### config.mk
export PLATFORM = sky130hd
export DESIGN_NAME = multiport_register_file
export DESIGN_NICKNAME = d
export VERILOG_FILES = /design/src/rtl/multiport_register_file.sv
export SDC_FILE = /design/constraint.sdc
export NUM_CORES = 2
export LEC_CHECK = 0
export ABC_AREA = 0
export BUFFER_PORTS_ARGS = -buffer_cell sky130_fd_sc_hd__buf_2
export CAP_MARGIN = 0
export CELL_PAD_IN_SITES_DETAIL_PLACEMENT = 1
export CELL_PAD_IN_SITES_GLOBAL_PLACEMENT = 1
export CORE_ASPECT_RATIO = 1.75
export CORE_MARGIN = 2
export CORE_UTILIZATION = 52
export DETAILED_ROUTE_END_ITERATION = 10
export PLACE_DENSITY_LB_ADDON = 0.1
export SYNTH_ARGS = -nofsm -noshare
export SYNTH_HDL_FRONTEND = slang
export SYNTH_SLANG_ARGS = --single-unit
export TNS_END_PERCENT = 50
### constraint.sdc
create_clock -name clock -period 4.55 [get_ports clock]
set_input_delay 0.91 -clock clock [delete_from_list [all_inputs] [get_ports clock]]
set_output_delay 0.91 -clock clock [all_outputs]
set_load 0.01 [all_outputs]
### src/rtl/multiport_register_file.sv
// Multi-port register file: NUM_READ registered read ports, one write port with
// optional same-edge bypass, optional hardwired-zero register and a pending-write scoreboard.
module multiport_register_file #(
    parameter int DATA_WIDTH     = 32,
    parameter int ADDR_WIDTH     = 5,
    parameter int NUM_READ       = 2,
    parameter bit ZERO_REG       = 1'b1,
    parameter bit BYPASS         = 1'b1,
    parameter bit RESET_TO_INDEX = 1'b1
) (
    input  logic                           clock,
    input  logic                           reset,
    input  logic [NUM_READ-1:0]            rd_en,
    input  logic [NUM_READ*ADDR_WIDTH-1:0] rd_addr,
    output logic [NUM_READ*DATA_WIDTH-1:0] rd_data,
    output logic [NUM_READ-1:0]            rd_busy,
    input  logic                           wr_en,
    input  logic [ADDR_WIDTH-1:0]          wr_addr,
    input  logic [DATA_WIDTH-1:0]          wr_data,
    input  logic                           resv_en,
    input  logic [ADDR_WIDTH-1:0]          resv_addr,
    output logic [(2**ADDR_WIDTH)-1:0]     busy_vec
);

    localparam int DEPTH = 2 ** ADDR_WIDTH;

    logic [DATA_WIDTH-1:0] regs_q [DEPTH];
    logic [DATA_WIDTH-1:0] regs_d [DEPTH];
    logic [DEPTH-1:0]      busy_q;
    logic [DEPTH-1:0]      busy_d;
    logic                  wr_ok;
    logic                  resv_ok;

    function automatic logic [DATA_WIDTH-1:0] reset_value(input int idx);
        if (ZERO_REG && idx == 0) begin
            return '0;
        end
        return RESET_TO_INDEX ? DATA_WIDTH'(idx) : '0;
    endfunction

    // Accesses to a hardwired-zero register are dropped before they touch state.
    assign wr_ok   = wr_en   && !(ZERO_REG && wr_addr == '0);
    assign resv_ok = resv_en && !(ZERO_REG && resv_addr == '0);

    // A reservation is applied after the write so the new producer stays outstanding.
    always_comb begin
        regs_d = regs_q;
        busy_d = busy_q;
        if (wr_ok) begin
            regs_d[wr_addr] = wr_data;
            busy_d[wr_addr] = 1'b0;
        end
        if (resv_ok) begin
            busy_d[resv_addr] = 1'b1;
        end
    end

    always_ff @(posedge clock) begin
        if (reset) begin
            for (int i = 0; i < DEPTH; i++) begin
                regs_q[i] <= reset_value(i);
            end
            busy_q <= '0;
        end else begin
            regs_q <= regs_d;
            busy_q <= busy_d;
        end
    end

    assign busy_vec = busy_q;

    for (genvar p = 0; p < NUM_READ; p++) begin : g_rd
        logic [ADDR_WIDTH-1:0] addr;
        logic [DATA_WIDTH-1:0] data_d;
        logic [DATA_WIDTH-1:0] data_q;
        logic                  busy_rd_d;
        logic                  busy_rd_q;

        assign addr = rd_addr[p*ADDR_WIDTH +: ADDR_WIDTH];

        // With bypass the port sees the post-edge register and scoreboard state.
        always_comb begin
            data_d    = data_q;
            busy_rd_d = busy_rd_q;
            if (rd_en[p]) begin
                if (BYPASS && wr_ok && wr_addr == addr) begin
                    data_d = wr_data;
                end else begin
                    data_d = regs_q[addr];
                end
                busy_rd_d = BYPASS ? busy_d[addr] : busy_q[addr];
                if (ZERO_REG && addr == '0) begin
                    data_d    = '0;
                    busy_rd_d = 1'b0;
                end
            end
        end

        always_ff @(posedge clock) begin
            if (reset) begin
                data_q    <= '0;
                busy_rd_q <= 1'b0;
            end else begin
                data_q    <= data_d;
                busy_rd_q <= busy_rd_d;
            end
        end

        assign rd_data[p*DATA_WIDTH +: DATA_WIDTH] = data_q;
        assign rd_busy[p]                          = busy_rd_q;
    end

endmodule

==> flow_metrics.env <==
export IMPL_totalNegativeSetupSlack_ns=0
export IMPL_drv_max_cap_violation_count=0
export IMPL_synth_mux_area_share_pct=19.6
export IMPL_cts_htree_levels=3
export IMPL_fill_cells=12941
export IMPL_async_reset_ff_share_pct=0
export IMPL_floorplan_rows=161
export IMPL_worst_setup_hold_path_clk_slew_ns=0.06
export IMPL_synth_sequential_area_ratio_pct=38.9
export IMPL_setup_worst_path_class="input pin to flip-flop"
export IMPL_arrival_ns=3.89
export IMPL_design_portCount=156
export IMPL_drt_vias_per_instance=6.98
export IMPL_required_ns=5.21
export IMPL_synth_area_top_cells="sky130_fd_sc_hd__dfxtp_1 (39%), sky130_fd_sc_hd__nand2_1 (13%), sky130_fd_sc_hd__mux4_2 (11%)"
export IMPL_grt_setup_unrepaired="false"
export IMPL_area_occupied_by_multi_input_gates_um2=32600
export IMPL_clock_skew_ns=0.0228
export IMPL_post_synth_fa_ha_maj_area_fraction_pct=0
export IMPL_drive_above_1_share_pct=14.7
export IMPL_cts_root_buffer_cell="sky130_fd_sc_hd__clkbuf_16"
export IMPL_layout_setup_ws_ns=1.33
export IMPL_synth_top_area_share_pct=38.9
export IMPL_vdd_drop_max_mv=0.350
export IMPL_tightest_slew_ns=1.24
export IMPL_final_min_period_over_clock_period_pct=70.9
export IMPL_cts_buffers_inserted=105
export IMPL_sequential_cell_area_um2=22500
export IMPL_die_area_um2=114000
export IMPL_post_synth_top_area_cell="sky130_fd_sc_hd__dfxtp_1"
export IMPL_congestion_overflow_gr=0
export IMPL_core_region_area_um2=110000
export IMPL_place_detailed_hpwl_mm=159
export IMPL_vias=57683
export IMPL_grt_pass1_wl_mm=386
export IMPL_synth_simple_area_share_pct=18.0
export IMPL_placedInstanceArea_um2=60000
export IMPL_place_inst=8070
export IMPL_synth_avg_cell_area_um2=8.27
export IMPL_finalHoldWorstSlack_ns=0.465
export IMPL_dominantRegCellSynth="sky130_fd_sc_hd__dfxtp_1"
export IMPL_wl_per_cell_um=32.3
export IMPL_area_delta_synth_final_pct=10.1
export IMPL_final_area_um2=63500
export IMPL_cts_resized_gates=0
export IMPL_die_h_um=445
export IMPL_largest_net_degree_at_the_start_of_global_routing=126
export IMPL_place_worst_setup_slack_ns=0.747
export IMPL_synth_compound_area_share_pct=18.1
export IMPL_post_cts_buffers=0
export IMPL_post_cts_hold_buffer_count=0
export IMPL_slew_limit_headroom_pct=17.0
export IMPL_wl_mm=267
export IMPL_sinks_on_clock_net=1122
export IMPL_syn_num_nets=7032
export IMPL_start_util_pct=52.5
export IMPL_final_cell_count_no_fill=8269
export IMPL_cts_tree="built"
export IMPL_clock_insertion_delay_worst_skew_ns=0.78
export IMPL_drc=0
export IMPL_netlist_area_um2=57700
export IMPL_final_common_cell="sky130_fd_sc_hd__nand2_1"
export IMPL_highest_net_fanout_along_the_worst_path=22
export IMPL_outcome="complete, no violations"
export IMPL_globalplace_congestion=0.944
export IMPL_min_path_type="flip-flop to flip-flop"
export IMPL_ys_types=53
export IMPL_clock_path_buffers=3
export IMPL_globalRouteTotalUtil_pct=45.9
export IMPL_ys_warnings_count=0
export IMPL_finalNetCount=6768
export IMPL_fin_crit_ns=3.22
export IMPL_io_buffers=155
export IMPL_number_of_nets_still_failing_antenna_checks_after_routing=0
export IMPL_postSynthRegisterBits=1122
export IMPL_final_cell_mix="sky130_fd_sc_hd__nand2_1 (2011), sky130_fd_sc_hd__dfxtp_1 (1122), sky130_fd_sc_hd__a21oi_1 (1118), sky130_fd_sc_hd__mux2i_1 (372), sky130_fd_sc_hd__mux4_2 (276)"
export IMPL_timing_fmax_ghz=0.310
export IMPL_share_of_the_synthesized_netlist_area_taken_by_xor_and_xnor_gates_pct=0.152
export IMPL_combinational_family_with_the_most_area_after_synthesis="multiplexers"
export IMPL_drt_first_pass_iters=7
export IMPL_initialDrtViolationCount=6040
export IMPL_category_of_the_worst_setup_path_capture_point="flip-flop"
export IMPL_die_x_um=256
export IMPL_setup_viol_count_final=0
export IMPL_count_of_flip_flops_with_a_built_in_enable_after_synthesis=0
export IMPL_hold_viol_final=0
export IMPL_synthCells=6974
export IMPL_power_per_cell_area_nw_per_um2=342
export IMPL_reported_leakage_power_nw=21.8
export IMPL_worstSetupStartpointType="input pin"
export IMPL_grt_pass1_vias=59171
export IMPL_antenna_found_initial=13
export IMPL_maxSlewViolCount=0
## where the power goes
| part | total (mW) | switching [mW] | internal [mW] |
|---|---|---|---|
| Combinational | 2.35 | 1.64 | 0.710 |
| Sequential | 10.0 | 0.106 | 9.93 |
| Clock | 9.33 | 4.17 | 5.16 |
## registers in the layout, summed over array words and instances (netlist names)
| register | count |
|---|---|
| g_rd.busy_rd_q | 2 |
| regs_q | 1024 |
| busy_vec | 32 |
| g_rd.data_q | 64 |
## stage by stage
stage / power (mW) / util [%]
floorplan: 11.6 / -
global placement: 12.5 / 54.5
detailed placement: 12.5 / 54.5
CTS: 21.6 / 57.7
global route: 22.1 / 57.7
finish: 21.7 / 57.7
## layout make-up
type | instances | share of cell area (%)
well taps | 1467 | 2.89
multi-input cells | 5122 | 51.3
repair buffers | 355 | 4.90
diodes | 8 | 0.0315
clock buffers | 165 | 5.12
flip-flops and latches | 1122 | 35.4
clock inverters | 26 | 0.408
inverters | 4 | 0.0236
## logic make-up (layout without fill, tap and decap cells)
group,after synthesis,count (layout)
other cells,0,8
buf+inv,730,550
simple gates,2543,2543
flops,1122,1122
compound gates,1797,1797
xor+xnor,10,10
mux,772,772
## routing by layer
metal / GRT usage, % / share of wire (%) / vias up
met1: 50.3 / 34 / 28972
met5: 0 / 0.019 / -
met4: 42.9 / 11 / 8
met3: 10.5 / 9.5 / 1390
li1: - / - / 23868
met2: 73.6 / 46 / 3445
## critical path: stages
cell and delay [ns]:
sky130_fd_sc_hd__buf_2 0.17, sky130_fd_sc_hd__or2_1 0.49, sky130_fd_sc_hd__o41ai_2 0.51, sky130_fd_sc_hd__or3_2 1.02, sky130_fd_sc_hd__buf_4 0.34, sky130_fd_sc_hd__o211ai_1 0.11
sky130_fd_sc_hd__a211oi_1 0.29
## synthesized netlist by cell type (3+ instances only)
library cell	n
sky130_fd_sc_hd__and4b_1	3
sky130_fd_sc_hd__buf_1	22
sky130_fd_sc_hd__and3b_1	4
sky130_fd_sc_hd__a22o_1	10
sky130_fd_sc_hd__mux2i_1	372
sky130_fd_sc_hd__a22oi_1	131
sky130_fd_sc_hd__o31a_1	4
sky130_fd_sc_hd__nor2b_1	115
sky130_fd_sc_hd__a41oi_1	4
sky130_fd_sc_hd__dfxtp_1	1122
sky130_fd_sc_hd__nand4_1	5
sky130_fd_sc_hd__inv_1	4
sky130_fd_sc_hd__o21ai_0	173
sky130_fd_sc_hd__nor3b_1	3
sky130_fd_sc_hd__nand3_1	13
sky130_fd_sc_hd__xnor2_1	10
sky130_fd_sc_hd__nor3_1	9
sky130_fd_sc_hd__buf_4	54
sky130_fd_sc_hd__a211oi_1	64
sky130_fd_sc_hd__a221oi_1	126
sky130_fd_sc_hd__nand2b_1	6
sky130_fd_sc_hd__nand3b_1	80
sky130_fd_sc_hd__o21ai_1	24
sky130_fd_sc_hd__nor2_1	232
sky130_fd_sc_hd__nand2_1	2042
sky130_fd_sc_hd__mux4_2	276
sky130_fd_sc_hd__and3_1	9
sky130_fd_sc_hd__mux2_2	124
sky130_fd_sc_hd__a21oi_1	1118
sky130_fd_sc_hd__nand4b_1	3
sky130_fd_sc_hd__buf_2	68
sky130_fd_sc_hd__clkbuf_1	580
sky130_fd_sc_hd__o211ai_1	130
sky130_fd_sc_hd__and2_1	5
## final timing paths
| kind | cells past startpoint | slack [ns] | to | startpoint |
|---|---|---|---|---|
| setup / recovery | 7 | 1.33 | g_rd[0].data_q[16] | wr_addr[2] |
| hold / removal | 2 | 0.46 | regs_q[810] | regs_q[810] |
| setup reg to reg | 6 | 2.41 | g_rd[0].data_q[24] | regs_q[728] |
| hold reg to reg | 2 | 0.46 | regs_q[810] | regs_q[810] |
No activity file was read; power rests on OpenSTA's default activity.
